==> src/rtl/dynimage_pkg.sv <==
`default_nettype none
// ============================================================================
// Module   : dynimage_pkg
// Purpose  : Shared types and constants for the scrolling-image display
//            controller: FSM encoding, hex->7-segment table, blank codes.
// Revision : 1.0 - initial release
// ============================================================================
package dynimage_pkg;

  // Controller operating states
  typedef enum logic [1:0] {
    S_IDLE  = 2'd0,
    S_RUN   = 2'd1,
    S_PAUSE = 2'd2
  } state_t;

  // Blank codes (both outputs are active-low)
  localparam logic [3:0] AN_OFF  = 4'hF;
  localparam logic [6:0] SEG_OFF = 7'h7F;

  // Active-low segment patterns, bit order gfedcba, indexed by nibble value
  localparam logic [15:0][6:0] SEG_CODE = {
    7'b0001110,  // F
    7'b0000110,  // E
    7'b0100001,  // d
    7'b1000110,  // C
    7'b0000011,  // b
    7'b0001000,  // A
    7'b0010000,  // 9
    7'b0000000,  // 8
    7'b1111000,  // 7
    7'b0000010,  // 6
    7'b0010010,  // 5
    7'b0011001,  // 4
    7'b0110000,  // 3
    7'b0100100,  // 2
    7'b1111001,  // 1
    7'b1000000   // 0
  };

endpackage : dynimage_pkg
`default_nettype wire

==> src/rtl/hex7seg.sv <==
`default_nettype none
// ============================================================================
// Module   : hex7seg
// Purpose  : Combinational hex nibble to active-low 7-segment decoder.
// Revision : 1.0 - initial release
// ============================================================================
module hex7seg
  import dynimage_pkg::*;
(
  input  logic [3:0] i_hex,
  output logic [6:0] o_seg
);

  assign o_seg = SEG_CODE[i_hex];

endmodule : hex7seg
`default_nettype wire

==> src/rtl/dynimage_scan_ctrl.sv <==
`default_nettype none
// ============================================================================
// Module   : dynimage_scan_ctrl
// Purpose  : 4-digit 7-segment scan/scroll controller with a nibble frame
//            buffer, run/pause/idle control and a host write port.
// Revision : 1.0 - initial release
// ============================================================================
module dynimage_scan_ctrl
  import dynimage_pkg::*;
#(
  parameter int SCAN_DIV = 50000,
  parameter int STEP_DIV = 25,
  parameter int DEPTH    = 16,
  parameter int AW       = 4
) (
  input  logic          clk,
  input  logic          rst,
  input  logic          i_start,
  input  logic          i_stop,
  input  logic          i_wr_en,
  input  logic [AW-1:0] i_wr_addr,
  input  logic [3:0]    i_wr_data,
  output logic          o_wr_ack,
  output logic          o_running,
  output logic          o_step_pulse,
  output logic [3:0]    o_an,
  output logic [6:0]    o_seg
);

  localparam int SCAN_W = $clog2(SCAN_DIV);
  localparam int STEP_W = (STEP_DIV > 1) ? $clog2(STEP_DIV) : 1;

  state_t              r_state;
  logic [AW-1:0]       r_base;
  logic [SCAN_W-1:0]   r_scan_cnt;
  logic [1:0]          r_digit;
  logic [STEP_W-1:0]   r_round_cnt;
  logic [3:0]          r_mem [DEPTH];
  logic [3:0]          r_an;
  logic [6:0]          r_seg;
  logic                r_wr_ack;
  logic                r_step_pulse;

  logic                w_scan_tc;
  logic                w_round_tc;
  logic [SCAN_W-1:0]   w_scan_nxt;
  logic [1:0]          w_digit_nxt;
  logic [STEP_W-1:0]   w_round_nxt;
  logic [AW-1:0]       w_base_nxt;
  logic                w_step;
  logic [AW-1:0]       w_rd_addr;
  logic [3:0]          w_rd_nibble;
  logic [6:0]          w_seg_dec;
  logic [3:0]          w_an_nxt;
  logic                w_wr_ok;

  assign w_scan_tc  = (r_scan_cnt == SCAN_W'(SCAN_DIV - 1));
  assign w_round_tc = (r_round_cnt == STEP_W'(STEP_DIV - 1));
  assign w_wr_ok    = i_wr_en && (r_state != S_RUN);

  // Next scan position and scroll base; the scroll only moves in RUN at the end of digit 3
  always_comb begin
    w_scan_nxt  = w_scan_tc ? '0 : r_scan_cnt + 1'b1;
    w_digit_nxt = w_scan_tc ? r_digit + 1'b1 : r_digit;
    w_round_nxt = r_round_cnt;
    w_base_nxt  = r_base;
    w_step      = 1'b0;
    if (r_state == S_RUN && w_scan_tc && r_digit == 2'd3) begin
      if (w_round_tc) begin
        w_round_nxt = '0;
        w_base_nxt  = r_base + 1'b1;
        w_step      = 1'b1;
      end else begin
        w_round_nxt = r_round_cnt + 1'b1;
      end
    end
    // Leaving IDLE always restarts from digit 0 of a cleared base
    w_rd_addr = (r_state == S_IDLE) ? '0 : w_base_nxt + AW'(w_digit_nxt);
    w_an_nxt  = ~(4'b1000 >> w_digit_nxt);
  end

  assign w_rd_nibble = r_mem[w_rd_addr];

  hex7seg u_hex7seg (
    .i_hex (w_rd_nibble),
    .o_seg (w_seg_dec)
  );

  // Control FSM, frame buffer and registered display outputs; an/seg load together at slot start
  always_ff @(posedge clk) begin
    if (rst) begin
      r_state      <= S_IDLE;
      r_base       <= '0;
      r_scan_cnt   <= '0;
      r_digit      <= '0;
      r_round_cnt  <= '0;
      r_an         <= AN_OFF;
      r_seg        <= SEG_OFF;
      r_wr_ack     <= 1'b0;
      r_step_pulse <= 1'b0;
      for (int i = 0; i < DEPTH; i++) begin
        r_mem[i] <= '0;
      end
    end else begin
      r_wr_ack     <= w_wr_ok;
      r_step_pulse <= 1'b0;
      if (w_wr_ok) begin
        r_mem[i_wr_addr] <= i_wr_data;
      end
      case (r_state)
        S_IDLE: begin
          if (i_start && !i_stop) begin
            r_state     <= S_RUN;
            r_base      <= '0;
            r_scan_cnt  <= '0;
            r_digit     <= '0;
            r_round_cnt <= '0;
            r_an        <= 4'b0111;
            r_seg       <= w_seg_dec;
          end
        end
        S_RUN, S_PAUSE: begin
          if (r_state == S_PAUSE && i_stop) begin
            r_state     <= S_IDLE;
            r_base      <= '0;
            r_scan_cnt  <= '0;
            r_digit     <= '0;
            r_round_cnt <= '0;
            r_an        <= AN_OFF;
            r_seg       <= SEG_OFF;
          end else begin
            r_scan_cnt   <= w_scan_nxt;
            r_digit      <= w_digit_nxt;
            r_round_cnt  <= w_round_nxt;
            r_base       <= w_base_nxt;
            r_step_pulse <= w_step;
            if (w_scan_tc) begin
              r_an  <= w_an_nxt;
              r_seg <= w_seg_dec;
            end
            // stop has priority over start
            if (i_stop) begin
              r_state <= S_PAUSE;
            end else if (i_start) begin
              r_state <= S_RUN;
            end
          end
        end
        default: r_state <= S_IDLE;
      endcase
    end
  end

  assign o_wr_ack     = r_wr_ack;
  assign o_running    = (r_state == S_RUN);
  assign o_step_pulse = r_step_pulse;
  assign o_an         = r_an;
  assign o_seg        = r_seg;

endmodule : dynimage_scan_ctrl
`default_nettype wire

==> config.mk <==
export PLATFORM = sky130hd
export DESIGN_NAME = dynimage_scan_ctrl
export DESIGN_NICKNAME = d
export VERILOG_FILES = /design/src/rtl/dynimage_pkg.sv /design/src/rtl/hex7seg.sv /design/src/rtl/dynimage_scan_ctrl.sv
export SDC_FILE = /design/constraint.sdc
export NUM_CORES = 1
export LEC_CHECK = 0
export CORE_UTILIZATION = 25
export CTS_CLUSTER_SIZE = 8
export DETAILED_ROUTE_END_ITERATION = 8
export PLACE_DENSITY = 0.42
export SYNTH_ARGS = -nofsm -noshare
export SYNTH_HDL_FRONTEND = slang
export SYNTH_SLANG_ARGS = --single-unit
==> constraint.sdc <==
create_clock -name clk -period 5.4 [get_ports clk]
set_clock_uncertainty 0.15 [all_clocks]
set_input_delay 0.81 -clock clk [delete_from_list [all_inputs] [get_ports clk]]
set_output_delay 0.81 -clock clk [all_outputs]
set_load 0.01 [all_outputs]
==> metrics <==
outcome finished, final reports clean; final instance area about 0.0070 mm²; Flop pwr share roughly half; share of layout cells above drive strength 1 between 10% and 20%; period utilisation layout 94.79%; Hold Path Class register to register; area of placed instances approximately 0.0067 mm²; Combinational Power Share 9.4%; hold depth 2; total gr overflow 0; Synth Net Count between 600 and 700; Int Pwr 1.326 mW; clk buf depth 2; vias in the first global route between 4000 and 5000; DRC 0; Switching Fraction approximately 25%; PwrDens around 250 mW/mm²; Pre-antenna DRT Iters 4; Syn Inst Count about 590; reg-to-reg endpoint o_seg[3]; Sink Count 106; first-pass GRT wire length between 20000 and 25000 µm; Setup crit end kind register; Ys Warns 0; Met2 Wirelength roughly 6700 µm; CTS tree yes; f_max slightly below 200 MHz; initial antenna violation count 0; CP Launch Type register; LEAKAGE between 2 and 3 nW; Buf/Inv on CP 1; die height 157.1 µm; worst skew pair latency 0.36 ns; Avg Cell Area, Syn between 10 and 15 µm²; register area share after synthesis between 40% and 50%; Worst-Margin Slew slightly below 1 ns; Setup CP Type register to register; Synth area leader edfxtp_1; Max Cap Viol 0; hold path startpoint r_scan_cnt[1]; CP cell instances ha_1 > or3b_2 > nor4_4 > nand2_1 > mux2_2 > ha_1 > a21o_1 > or4_4 > or2_1 > o2111a_1 > nor2_4 > mux2i_2 > inv_1 > ha_1 > mux2_1 > o32ai_1 > a31oi_1; Final Setup Violations 0; GP Congestion 0.7967; initial drt markers 238; CTS Hold Bufs 0; EDFF count, synth 64; DIE WIDTH around 160 µm; final HPWL from detailed placement 10790 µm; core box area approximately 0.024 mm²; die area 0.02467 mm²; crit-path leading delay family simple AND/OR/NAND/NOR gates; worst slack at placement between 0.1 and 0.15 ns; Hold Crit Endpoint r_scan_cnt[1]; root buffer cell clkbuf_16; overall routing resource usage 12.83%; area grow syn2layout 16.59%; uppermost layer routed met4; Post-Place Cells 925; Metal-1 WL about 7600 µm; Max Transition Viols Final 0; largest net degree at the start of global routing 39; port buffer count 26; clock power share roughly two fifths; Critical Path Max Stage Delay approximately 0.50 ns; clock slew at reported path FFs 0.08 ns; Final nets 651; Detail Route met3 WL between 400 and 500 µm; sw power around 450 µW; flop and latch count out of synthesis around 110; DRT Wirelength between 10000 and 15000 µm; worst rel slew slack a little over a third; fill cell count between 2000 and 2500; share of the synthesized area in the top cell type a little under a third; Final Power 1.775 mW; FF-to-FF setup slack approximately 0.28 ns; Synth Cell Area between 0.006 and 0.007 mm²; Final Non-Filler Cells roughly 940; top-count cell post-synth and2_1; Period minus WS final about 5.1 ns; Hold Vio Cnt, Final 0; library cells used by synthesis 80; Critical Path Fanout Max 6; TritonCTS Buffers 9; synth top area cells edfxtp_1 32%, dfxtp_1 14%, and2_1 7.0%; Hold WS ~0.32 ns; commonest cells in the netlist 67 x and2_1, 64 x edfxtp_1, 53 x nor2_1; Final Util slightly below 30%; Synth async-reset ratio 0%; ant diodes 0; Crit path depth 17; IO Count 27; H-Tree Depth 3; Final ANT Viol Nets 0; Critical Path Most Common Cell ha_1; Starting Density between 20% and 30%; vias per inst between 4 and 5; Cell Rows 56; Worst path slowest cell or4_4; routed len/inst approximately 16 µm; Worst Path Required ~5.5 ns; final setup margin 0.2815 ns; Worst Path Arrival 5.18 ns; VDD IR max 141.2 µV; dominant synthesized flop cell edfxtp_1; launch point of the worst reg-to-reg path r_scan_cnt[0]; setup TNS 0 ns; R2R depth 17; vias 4361
==> cell families (layout without fill, tap and decap cells) <==
family / count (synthesis) / in the layout / synth area share [%]
DFF: 106 / 106 / 45.95
muxes: 29 / 29 / 6.368
adders and majority gates: 18 / 18 / 3.871
and+or+nand+nor: 263 / 263 / 24.58
AOI/OAI and AO/OA: 103 / 103 / 12.26
buffers and inverters: 50 / 84 / 3.642
xor gates and xnor gates: 22 / 22 / 3.330
==> layout by cell type, fill, tap and decap left out, types with 20 or more instances in the layout <==
cell	instances
dfxtp_1	42
clkdlybuf4s50_1	26
nor2_1	53
a21oi_1	29
inv_1	21
buf_4	20
edfxtp_1	64
nand2_1	36
and2_1	67
==> timing repair <==
action / 4_1_cts / 5_1_grt
resized for setup: 0 / 2
buffers inserted: 0 / 3
endpoints found under the setup margin: 0 / 5
==> per-layer routing <==
layer / vias up / GRT usage [%]
met4: 0 / 3.652
met2: 50 / 20.34
li1: 2197 / -
met5: - / 0
met3: 7 / 2.148
met1: 2107 / 17.86
==> power groups by stage <==
| stage | combinational (mW) | sequential, mW | clock (mW) |
|---|---|---|---|
| global placement | 0.166 | 0.920 | 0 |
| CTS | 0.168 | 0.901 | 0.728 |
| global route | 0.185 | 0.905 | 0.759 |
| finish | 0.166 | 0.901 | 0.707 |
| floorplan | 0.0994 | 0.917 | 0 |
| detailed placement | 0.168 | 0.920 | 0 |
==> registers in the layout (all words and copies together), names as in the netlist <==
| name | count |
|---|---|
| o_an | 4 |
| o_seg | 7 |
| o_step_pulse | 1 |
| o_wr_ack | 1 |
| r_base | 4 |
| r_digit | 2 |
| r_mem | 64 |
| r_round_cnt | 5 |
| r_scan_cnt | 16 |
| r_state | 2 |
==> tightest hold or removal path, cell delays in order (launching register included) <==
cell and delay, ns:
dfxtp_1 0.32, nand2_1 0.06, a21oi_1 0.05
==> final cells by class <==
type	count	area [µm²]	area share, %
clock inverters	7	91.34	1.303
well taps	319	399.1	5.694
flip-flops and latches	106	2763	39.41
inverters	22	82.58	1.178
multi-input cells	435	3038	43.34
repair buffers	46	410.4	5.855
clock buffers	9	225.2	3.213
==> worst max-delay path by stage <==
stage                    end  slack, ns     startpoint
finish              o_seg[3]       0.28  r_scan_cnt[0]
CTS                 o_seg[3]       0.07  r_scan_cnt[0]
global placement    o_seg[3]       0.25  r_scan_cnt[0]
detailed placement  o_seg[3]       0.10  r_scan_cnt[0]
global route        o_seg[3]     -0.009  r_scan_cnt[0]
floorplan           o_seg[3]       0.06  r_scan_cnt[0]
No activity file was read; power rests on OpenSTA's default activity.
